===== src/rtl/sw_debounce.sv =====
// Per-channel switch synchronizer and debouncer with one-cycle rise/fall pulses.
// Optional build macro SW_DEBOUNCE_LATCH_EN turns o_sw into a push-on/push-off toggle.
module sw_debounce #(
  parameter int WIDTH           = 4,
  parameter int SYNC_STAGES     = 2,
  parameter int DEBOUNCE_CYCLES = 1000000
) (
  input  logic             clk,
  input  logic             reset,
  input  logic [WIDTH-1:0] i_sw,
  output logic [WIDTH-1:0] o_sw,
  output logic [WIDTH-1:0] o_rise,
  output logic [WIDTH-1:0] o_fall
);

  localparam int                CNT_W    = $clog2(DEBOUNCE_CYCLES + 1);
  localparam logic [CNT_W-1:0]  CNT_LAST = CNT_W'(DEBOUNCE_CYCLES - 1);
  localparam logic [CNT_W-1:0]  CNT_ONE  = CNT_W'(1);

  typedef enum logic {
    ST_STABLE   = 1'b0,
    ST_COUNTING = 1'b1
  } state_e;

  logic [WIDTH-1:0] sync_q [SYNC_STAGES];
  logic [WIDTH-1:0] s;

  state_e           state_q [WIDTH];
  state_e           state_d [WIDTH];
  logic [CNT_W-1:0] cnt_q   [WIDTH];
  logic [CNT_W-1:0] cnt_d   [WIDTH];

  logic [WIDTH-1:0] deb_q, deb_d;
  logic [WIDTH-1:0] rise_q, rise_d;
  logic [WIDTH-1:0] fall_q, fall_d;

  // Synchronizer chain; the last stage is the sampled level each FSM sees.
  always_ff @(posedge clk) begin
    if (reset) begin
      for (int k = 0; k < SYNC_STAGES; k++) begin
        sync_q[k] <= '0;
      end
    end else begin
      sync_q[0] <= i_sw;
      for (int k = 1; k < SYNC_STAGES; k++) begin
        sync_q[k] <= sync_q[k-1];
      end
    end
  end

  assign s = sync_q[SYNC_STAGES-1];

  // State register: FSM, counter, debounced level and edge pulses.
  always_ff @(posedge clk) begin
    if (reset) begin
      for (int i = 0; i < WIDTH; i++) begin
        state_q[i] <= ST_STABLE;
        cnt_q[i]   <= '0;
      end
      deb_q  <= '0;
      rise_q <= '0;
      fall_q <= '0;
    end else begin
      for (int i = 0; i < WIDTH; i++) begin
        state_q[i] <= state_d[i];
        cnt_q[i]   <= cnt_d[i];
      end
      deb_q  <= deb_d;
      rise_q <= rise_d;
      fall_q <= fall_d;
    end
  end

  // Next-state logic; a completed count flips the level and rearms the channel.
  always_comb begin
    deb_d = deb_q;
    for (int i = 0; i < WIDTH; i++) begin
      state_d[i] = state_q[i];
      cnt_d[i]   = cnt_q[i];
      case (state_q[i])
        ST_STABLE: begin
          if (s[i] != deb_q[i]) begin
            if (cnt_q[i] == CNT_LAST) begin
              deb_d[i] = ~deb_q[i];
            end else begin
              state_d[i] = ST_COUNTING;
              cnt_d[i]   = cnt_q[i] + CNT_ONE;
            end
          end
        end
        ST_COUNTING: begin
          if (s[i] == deb_q[i]) begin
            state_d[i] = ST_STABLE;
            cnt_d[i]   = '0;
          end else if (cnt_q[i] == CNT_LAST) begin
            deb_d[i]   = ~deb_q[i];
            state_d[i] = ST_STABLE;
            cnt_d[i]   = '0;
          end else begin
            cnt_d[i]   = cnt_q[i] + CNT_ONE;
          end
        end
        default: begin
          state_d[i] = ST_STABLE;
          cnt_d[i]   = '0;
        end
      endcase
    end
  end

  // Output logic; pulses register on the same edge the debounced level changes.
  always_comb begin
    rise_d = deb_d & ~deb_q;
    fall_d = ~deb_d & deb_q;
  end

  assign o_rise = rise_q;
  assign o_fall = fall_q;

`ifdef SW_DEBOUNCE_LATCH_EN
  logic [WIDTH-1:0] tog_q;

  always_ff @(posedge clk) begin
    if (reset) begin
      tog_q <= '0;
    end else begin
      tog_q <= tog_q ^ rise_d;
    end
  end

  assign o_sw = tog_q;
`else
  assign o_sw = deb_q;
`endif

endmodule


===== config.mk =====
export PLATFORM = sky130hd
export DESIGN_NAME = sw_debounce
export DESIGN_NICKNAME = d
export VERILOG_FILES = /design/src/rtl/sw_debounce.sv
export SDC_FILE = /design/constraint.sdc
export NUM_CORES = 1
export LEC_CHECK = 0
export ABC_AREA = 1
export BUFFER_PORTS_ARGS = -buffer_cell sky130_fd_sc_hd__buf_2
export CAP_MARGIN = 20
export CORE_UTILIZATION = 45
export CTS_BUF_LIST = sky130_fd_sc_hd__clkbuf_4
export CTS_CLUSTER_DIAMETER = 120
export DETAILED_ROUTE_END_ITERATION = 8
export HOLD_SLACK_MARGIN = 0.1
export SLEW_MARGIN = 20
export SYNTH_ARGS = -nofsm -noshare
export SYNTH_HDL_FRONTEND = slang
export SYNTH_SLANG_ARGS = --single-unit
export TNS_END_PERCENT = 1

===== constraint.sdc =====
create_clock -name clk -period 1.65 [get_ports clk]
set_input_delay 0.0825 -clock clk [delete_from_list [all_inputs] [get_ports clk]]
set_output_delay 0.0825 -clock clk [all_outputs]
set_load 0.005 [all_outputs]

; Word level (Yosys, flattened, before mapping)
; Memory sizes are Yosys's and may differ from the RTL's.
; Index checks and enable logic that the tools add are counted.
[totals]
register_bits = 12
ramBits = 92
in_bits = 6
output_inout_bits = 12
word_cells = 109
n_memories = 3
[memory_table]
columns = name, words, word_bits, rd, rd_ports_with_merged_regs, wr, line
row1 = cnt_q, 4, 20, 4, 0, 4, 30  ; logic [CNT_W-1:0] cnt_q [WIDTH];
row2 = sync_q, 2, 4, 2, 0, 2, 25  ; logic [WIDTH-1:0] sync_q [SYNC_STAGES];
row3 = state_q, 4, 1, 4, 0, 4, 28  ; state_e state_q [WIDTH];
[op_classes]
add_sub_neg = 4
eq_ne = 12
n_mux = 65
bitwise = 22
[ops]
columns = op, n
row1 = 20-bit two-way mux, 20
row2 = 20-bit one-hot mux with 2 select lines, 4
row3 = 20-bit by 1-bit adder with 20-bit output (second input constant), 4
row4 = 20-bit == test (second input constant), 4
row5 = 1-bit two-way mux, 31
row6 = 1-bit one-hot mux with 2 select lines, 8
row7 = 1-bit bitwise OR, 10
row8 = 4-bit bitwise AND, 2
row9 = 4-bit two-way mux, 2
row10 = 1-bit inverter, 8
row11 = 4-bit inverter, 2
row12 = 1-bit == test, 4
row13 = 1-bit inequality test, 4

; Longest topological paths before layout
; Gate-level depths: netlist of the first run.
[logic_depth]
depth_word = 6
mapped_depth = 11
mapped_depth_nobuf = 10

; Least setup slack after synthesis of the first run
; Ideal clock, no wire load.
[synth_path]
path_type = flip-flop to flip-flop
from = memory cnt_q[1][0] (netlist name)
to = memory cnt_q[1][11] (netlist name)
setup_ns = 0.132
arrival_ns = 1.339
t_required_ns = 1.518
setup_slack_ns = 0.179
path_stages_with_launch = 10
path_buffers = 1
synth_period_minus_slack_ns = 1.471
path_cell_list = dfxtp_1 ha_1 nand3_2 nor2_1 nand3_2 nand2_2 inv_1 buf_4 nand2_1 a21oi_1
[synth_lines]
columns = element, line
row1 = start: declaration, 30

==> summary.txt, run 1 <==
Run status
  – Status: completed

Synthesis
  – Top-count cell post-synth: nand2_1
  – Number of library cell types mapped by synthesis: 33
  – Area leader, netlist: dfxtp_1
  – Cells after synthesis: between 900 and 1000
  – Post-Syn Area: approximately 5900 um2
  – Yosys top cell area share: 0.354
  – Dominant synthesized flop cell: dfxtp_1
  – #FFs+latches synth: around 100
  – Fraction of registers with async set/reset: 0
  – Syn_area_per_cell: 6.45 um2
  – EDFF count, synth: 0
  – Synth area leaders: dfxtp_1, nand2_1, nand3_1
  – Top post-synthesis cells by count: nand2_1, nor2_1, nand3_1
  – Syn_nets: slightly above 900
  – Sequential share of the synthesized area: 0.354
  – Ys Warns: 0

STA
  – Endpoints failing hold: 0
  – Number of endpoints failing setup at the final stage: 0
  – Max Slew Vio Count: 0
  – Worst-margin pin slew: about 0.56 ns
  – Setup Skew: 0.0192 ns
  – Crit path time final: around 1.6 ns
  – RSZ-0062 raised after global routing: true
  – Relative slew slack: 0.624
  – Setup slack after layout: between 0.07 and 0.08 ns
  – Fin crit share: 0.954
  – Max Fclk: 0.635 GHz
  – Setup TNS: 0 ns
  – Worst hold margin: approximately 0.41 ns

Min path
  – Min-delay worst type: reg2reg

Power and ir drop
  – Clock share of power: 0.331
  – Leakage: 0.00255 uW
  – Register share of total power: 0.613
  – Switching share of power: 0.256
  – Pwr dens: 614 nW/um2
  – Switching pwr: around 1100 uW
  – Combinational power share: 0.056
  – Internal power: 3090 uW
  – Maximum VDD drop: approximately 510 uV

Clocking
  – Skew-Pair Late Insertion Delay: 0.50 ns
  – CTS Buf Count: 9
  – CTS H-tree depth: 3
  – CTS tree: built
  – Clock sinks: roughly 100
  – Clock Path Buffers: 2
  – Root Buffer: clkbuf_4
  – Clock Pin Slew Worst Setup and Hold Paths: ~0.17 ns

Drt
  – Drt first pass iters: 5
  – Vias post-DR: ~5900
  – Number of vias per cell: about 5.2
  – Post-DR wirelength/cell: between 10 and 15 um
  – Post-route DRC: 0
  – Total wire length: about 14000 um
  – Antenna-violating nets left: 0
  – Starting DRC count in detailed routing: approximately 410

Cells and area
  – Share of layout cells above drive strength 1: 0.145
  – Area Overhead vs Synth: 15.0%
  – Final Net Count: between 900 and 1000
  – Diode count: 0
  – FILL cells: 1290

Placed design
  – Post-Place Setup Slack: -0.00694 ns
  – GP Congestion: approximately 0.94
  – Port Buf Inserts: 17
  – Detail Placement HPWL: just under 10000 um

GRT
  – Number of global-route vias before repair: 5478
  – Largest net degree at the start of global routing: between 80 and 90
  – Gr usage total: 0.228
  – Grt ovf: 0
  – First-pass GRT wire length: between 20000 and 25000 um
  – Initial antenna violation count: 0

Die
  – DIE WIDTH: roughly 120 um
  – Die ar.: around 14000 um2
  – Initial core utilization: 0.464
  – Die height: approximately 120 um
  – I/O Pins: 18
  – Num rows: between 40 and 50
  – Core footprint: between 10000 and 15000 um2

Worst setup path
  – Max Fanout on Critical Path: 4
  – Worst Path Required: 2.05 ns
  – FF-to-FF setup slack: roughly 0.075 ns
  – WS Path Type: reg2reg
  – Worst Setup End Kind: flop
  – WP data arrival: 1.97 ns
  – CP Launch Type: flop

Flow run
  – # Max-Cap Violations: 0
[routing by layer]
metal  GRT usage  vias up  share of wire
met5           0        -              0
met4      0.0573        0          0.011
met2       0.387      111           0.48
met1       0.296     2738           0.47
met3      0.0472       15          0.038
li1            -     3071              -
[flip-flops by register name, indices dropped and copies added, names as in the netlist]
register / cells
sync_q: 8
o_rise: 4
o_fall: 4
cnt_q: 80
state_q: 4
o_sw: 4
[worst paths after layout]
path                     start      endpoint  cells past startpoint
setup / recovery   cnt_q[2][1]  cnt_q[2][17]                     11
hold reg to reg   sync_q[0][3]  sync_q[0][7]                      2
setup reg to reg   cnt_q[2][1]  cnt_q[2][17]                     11
hold / removal    sync_q[0][3]  sync_q[0][7]                      2
[stage by stage]
stage | power, uW | instance area, um2 | std cells | util
2_1_floorplan | 2730 | 5880 | 912 | -
3_3_place_gp | 2790 | 6370 | 1117 | 0.503
3_5_place_dp | 2800 | 6370 | 1117 | 0.503
4_1_cts | 4190 | 6620 | 1142 | 0.523
5_1_grt | 4310 | 6760 | 1150 | 0.534
6_report | 4150 | 6760 | 1150 | 0.534
[layout make-up]
class | count | area, um2 | area share
Clock buffer | 10 | 75.1 | 0.0111
Tap cell | 172 | 215 | 0.0318
Sequential cell | 104 | 2090 | 0.309
Inverter | 74 | 278 | 0.0411
Multi-Input combinational cell | 707 | 3430 | 0.507
Timing Repair Buffer | 78 | 618 | 0.0914
Clock inverter | 5 | 56.3 | 0.00833
[kinds of logic (layout without fill, tap and decap cells)]
logic type                 Yosys count  in the layout  share of synthesized area
AOI/OAI and AO/OA                   96             96                     0.0862
xor gates and xnor gates            32             32                     0.0477
adders and majority gates            4              4                    0.00851
buffers and inverters              102            167                     0.0772
DFF                                104            104                      0.354
and+or+nand+nor                    574            575                      0.426
[critical path: stages, from the launching register on]
cell     delay [ns]
dfxtp_2        0.36
buf_4          0.11
buf_4          0.09
nand3_1        0.15
nor2_1         0.25
nand2_1        0.15
inv_1          0.09
nand2_1        0.05
nand2_1        0.06
nand2_1        0.05
nand2_1        0.05
a21oi_1        0.06
[what timing repair did]
item | 4_1_cts | 5_1_grt
endpoints found under the hold margin | 31 | 0
setup buffers | 0 | 8
gates resized for setup | 3 | 26
cloned | 1 | 0
hold buffers | 9 | 0
endpoints found under the setup margin | 16 | 59
pin swaps | 1 | 12
[power groups by stage]
| stage | Combinational (uW) | Sequential [uW] | Clock (uW) |
|---|---|---|---|
| floorplan | 131 | 2590 | 0 |
| global placement | 196 | 2590 | 0 |
| detailed placement | 202 | 2590 | 0 |
| CTS | 221 | 2540 | 1430 |
| global route | 255 | 2550 | 1510 |
| finish | 232 | 2540 | 1370 |
[layout by cell type, fill, tap and decap left out, drive strengths merged]
master         n
buf           69
nor4           1
inv           72
clkbuf        10
nor3          10
o21ai         12
nand3b         6
clkinvlp       1
a21oi         75
a21o           1
nor2         135
nand4         15
a211oi         4
ha             4
o21bai         3
xor2          20
and2           4
nand2        270
clkinv         5
a21boi         1
or2            7
xnor2         12
dfxtp        104
dlygate4sd3    9
nand3        127
bufinv         1
Power figures use the tool's default switching activity.
==> run 2: changes to the inputs <==
--- a/config.mk
+++ b/config.mk
@@ -13,6 +13,7 @@
 export CTS_CLUSTER_DIAMETER = 120
 export DETAILED_ROUTE_END_ITERATION = 8
 export HOLD_SLACK_MARGIN = 0.1
+export REMOVE_ABC_BUFFERS = 1
 export SLEW_MARGIN = 20
 export SYNTH_ARGS = -nofsm -noshare
 export SYNTH_HDL_FRONTEND = slang
==> constraint.sdc (replaced) <==
create_clock -name clk -period 1.6 [get_ports clk]
set_input_delay 0.08 -clock clk [delete_from_list [all_inputs] [get_ports clk]]
set_output_delay 0.08 -clock clk [all_outputs]
set_load 0.005 [all_outputs]
==> summary.txt, run 2 (synthesis gave the netlist of run 1 again) <==
STA
  – Max Fclk: between 0.6 and 0.7 GHz
  – Number of endpoints failing setup at the final stage: 0
  – Worst hold margin: about 0.34 ns
  – Max Slew Vio Count: 0
  – Crit path time final: ~1.5 ns
  – RSZ-0062 raised after global routing: true
  – Worst-margin pin slew: just under 0.6 ns
  – Endpoints failing hold: 0
  – Relative slew slack: 0.608
  – Fin crit share: 0.956
  – Setup Skew: between 0.015 and 0.02 ns

GRT
  – Grt ovf: 0
  – Gr usage total: 0.227
  – Initial antenna violation count: 0
  – Number of global-route vias before repair: ~5400
  – Largest net degree at the start of global routing: 46
  – First-pass GRT wire length: around 24000 um

Cells and area
  – Diode count: 0
  – Final Net Count: between 900 and 1000
  – Largest regs: cnt_q: 80 flops, sync_q: 8 flops
  – FILL cells: about 1300
  – Final Non-Filler Cells: ~1200
  – Area Overhead vs Synth: 19.7%
  – Max reg flops: 80
  – Share of layout cells above drive strength 1: 0.193
  – Commonest cells after routing, fill and taps aside: nand2_1, nand3_1, nor2_1
  – Most common cell after layout, fill and taps aside: nand2_1
  – Largest Register: cnt_q

Die
  – I/O Pins: 18
  – DIE WIDTH: about 120 um
  – Num rows: between 40 and 50
  – Core footprint: about 13000 um2
  – Die ar.: ~14000 um2
  – Initial core utilization: 0.464
  – Die height: 116 um

Clocking
  – Clock Path Buffers: 2
  – Clock Pin Slew Worst Setup and Hold Paths: 0.15 ns
  – CTS tree: built
  – Root Buffer: clkbuf_4
  – CTS H-tree depth: 3
  – CTS Buf Count: 9
  – Clock sinks: about 100
  – Skew-Pair Late Insertion Delay: around 0.47 ns

Min path
  – Min-delay worst type: in2reg

Drt
  – Post-route DRC: 0
  – Drt first pass iters: 5
  – Total wire length: between 10000 and 15000 um
  – Antenna-violating nets left: 0
  – Post-DR wirelength/cell: between 10 and 15 um
  – Number of vias per cell: between 5 and 6
  – Starting DRC count in detailed routing: 364
  – Vias post-DR: about 5900

Worst setup path
  – Max Fanout on Critical Path: 5
  – CP Launch Type: flop
  – Worst Setup End Kind: flop
  – Worst Path Required: approximately 2.0 ns
  – WP data arrival: 1.90 ns
  – WS Path Type: reg2reg

Run status
  – Status: completed

Power and ir drop
  – Leakage: around 0.0027 uW
  – Maximum VDD drop: approximately 360 uV
  – Pwr dens: 647 nW/um2

Placed design
  – Port Buf Inserts: 17
  – Cells after DPL: 1123
  – GP Congestion: about 0.90
  – Detail Placement HPWL: 10300 um

Flow run
  – # Max-Cap Violations: 0
## run 2: cell count changes in the layout (fill, tap and decap cells not counted), sizes merged
| cell | change |
|---|---|
| inv | -2 |
| bufinv | +2 |
| clkbuf | +1 |
| clkinv | -1 |
| dlygate4sd3 | -4 |
| clkinvlp | +1 |
| buf | +14 |
## run 2: final cells by class
| class | count | area, um2 | share of cell area |
|---|---|---|---|
| Multi-Input combinational cell | 707 | 3520 | 0.500 |
| Sequential cell | 104 | 2110 | 0.300 |
| Timing Repair Buffer | 89 | 729 | 0.104 |
| Inverter | 74 | 282 | 0.0400 |
| Tap cell | 172 | 215 | 0.0306 |
| Clock inverter | 5 | 106 | 0.0151 |
| Clock buffer | 10 | 75.1 | 0.0107 |
## run 2: worst paths after layout
| path | endpoint | startpoint | slack, ns | cells past startpoint |
|---|---|---|---|---|
| worst min register to register | sync_q[0][5] | sync_q[0][1] | 0.41 | 2 |
| worst max-delay path | cnt_q[2][1] | cnt_q[2][0] | 0.07 | 11 |
| worst max register to register | cnt_q[2][1] | cnt_q[2][0] | 0.07 | 11 |
| worst min-delay path | sync_q[0][0] | i_sw[0] | 0.34 | 4 |
## run 2: critical path: stages, from the launching register on
cell and delay, ns:
dfxtp_2 0.39, ha_4 0.14, nand2_2 0.06, inv_2 0.07
nand2_1 0.05, nor2_1 0.11, nand3_2 0.13, nand2_4 0.16
buf_4 0.14, nor2_1 0.05, nand2_1 0.07, o21ai_1 0.06
## run 2: per-stage QoR
stage	TNS, ns	setup slack [ns]	power (uW)	utilization	cell area, um2
5_1_grt	-0.207	-0.0303	4750	0.555	7040
4_1_cts	-0.000118	-0.000118	4590	0.531	6720
2_1_floorplan	-0.203	-0.0843	2760	-	5700
3_3_place_gp	0	0.0180	2880	0.508	6440
6_report	0	0.0710	4550	0.555	7040
3_5_place_dp	-0.259	-0.0442	2890	0.508	6440
## run 2: routing by layer
layer	part of all wire	vias up	GRT usage
met1	0.47	2708	0.290
met3	0.040	23	0.0477
li1	-	3088	-
met4	0.013	0	0.0709
met5	0	-	0
met2	0.48	115	0.380
## run 2: timing repair
action,4_1_cts,5_1_grt
pin swaps,2,16
gates resized for setup,12,59
hold endpoints to repair,9,5
cloned,0,2
hold buffers,4,1
setup endpoints to repair,34,76
setup buffers,4,12
## run 2: report_power, final
part | internal (uW) | switching [uW]
logic | 99.3 | 157
registers | 2610 | 12.4
clock network | 803 | 874
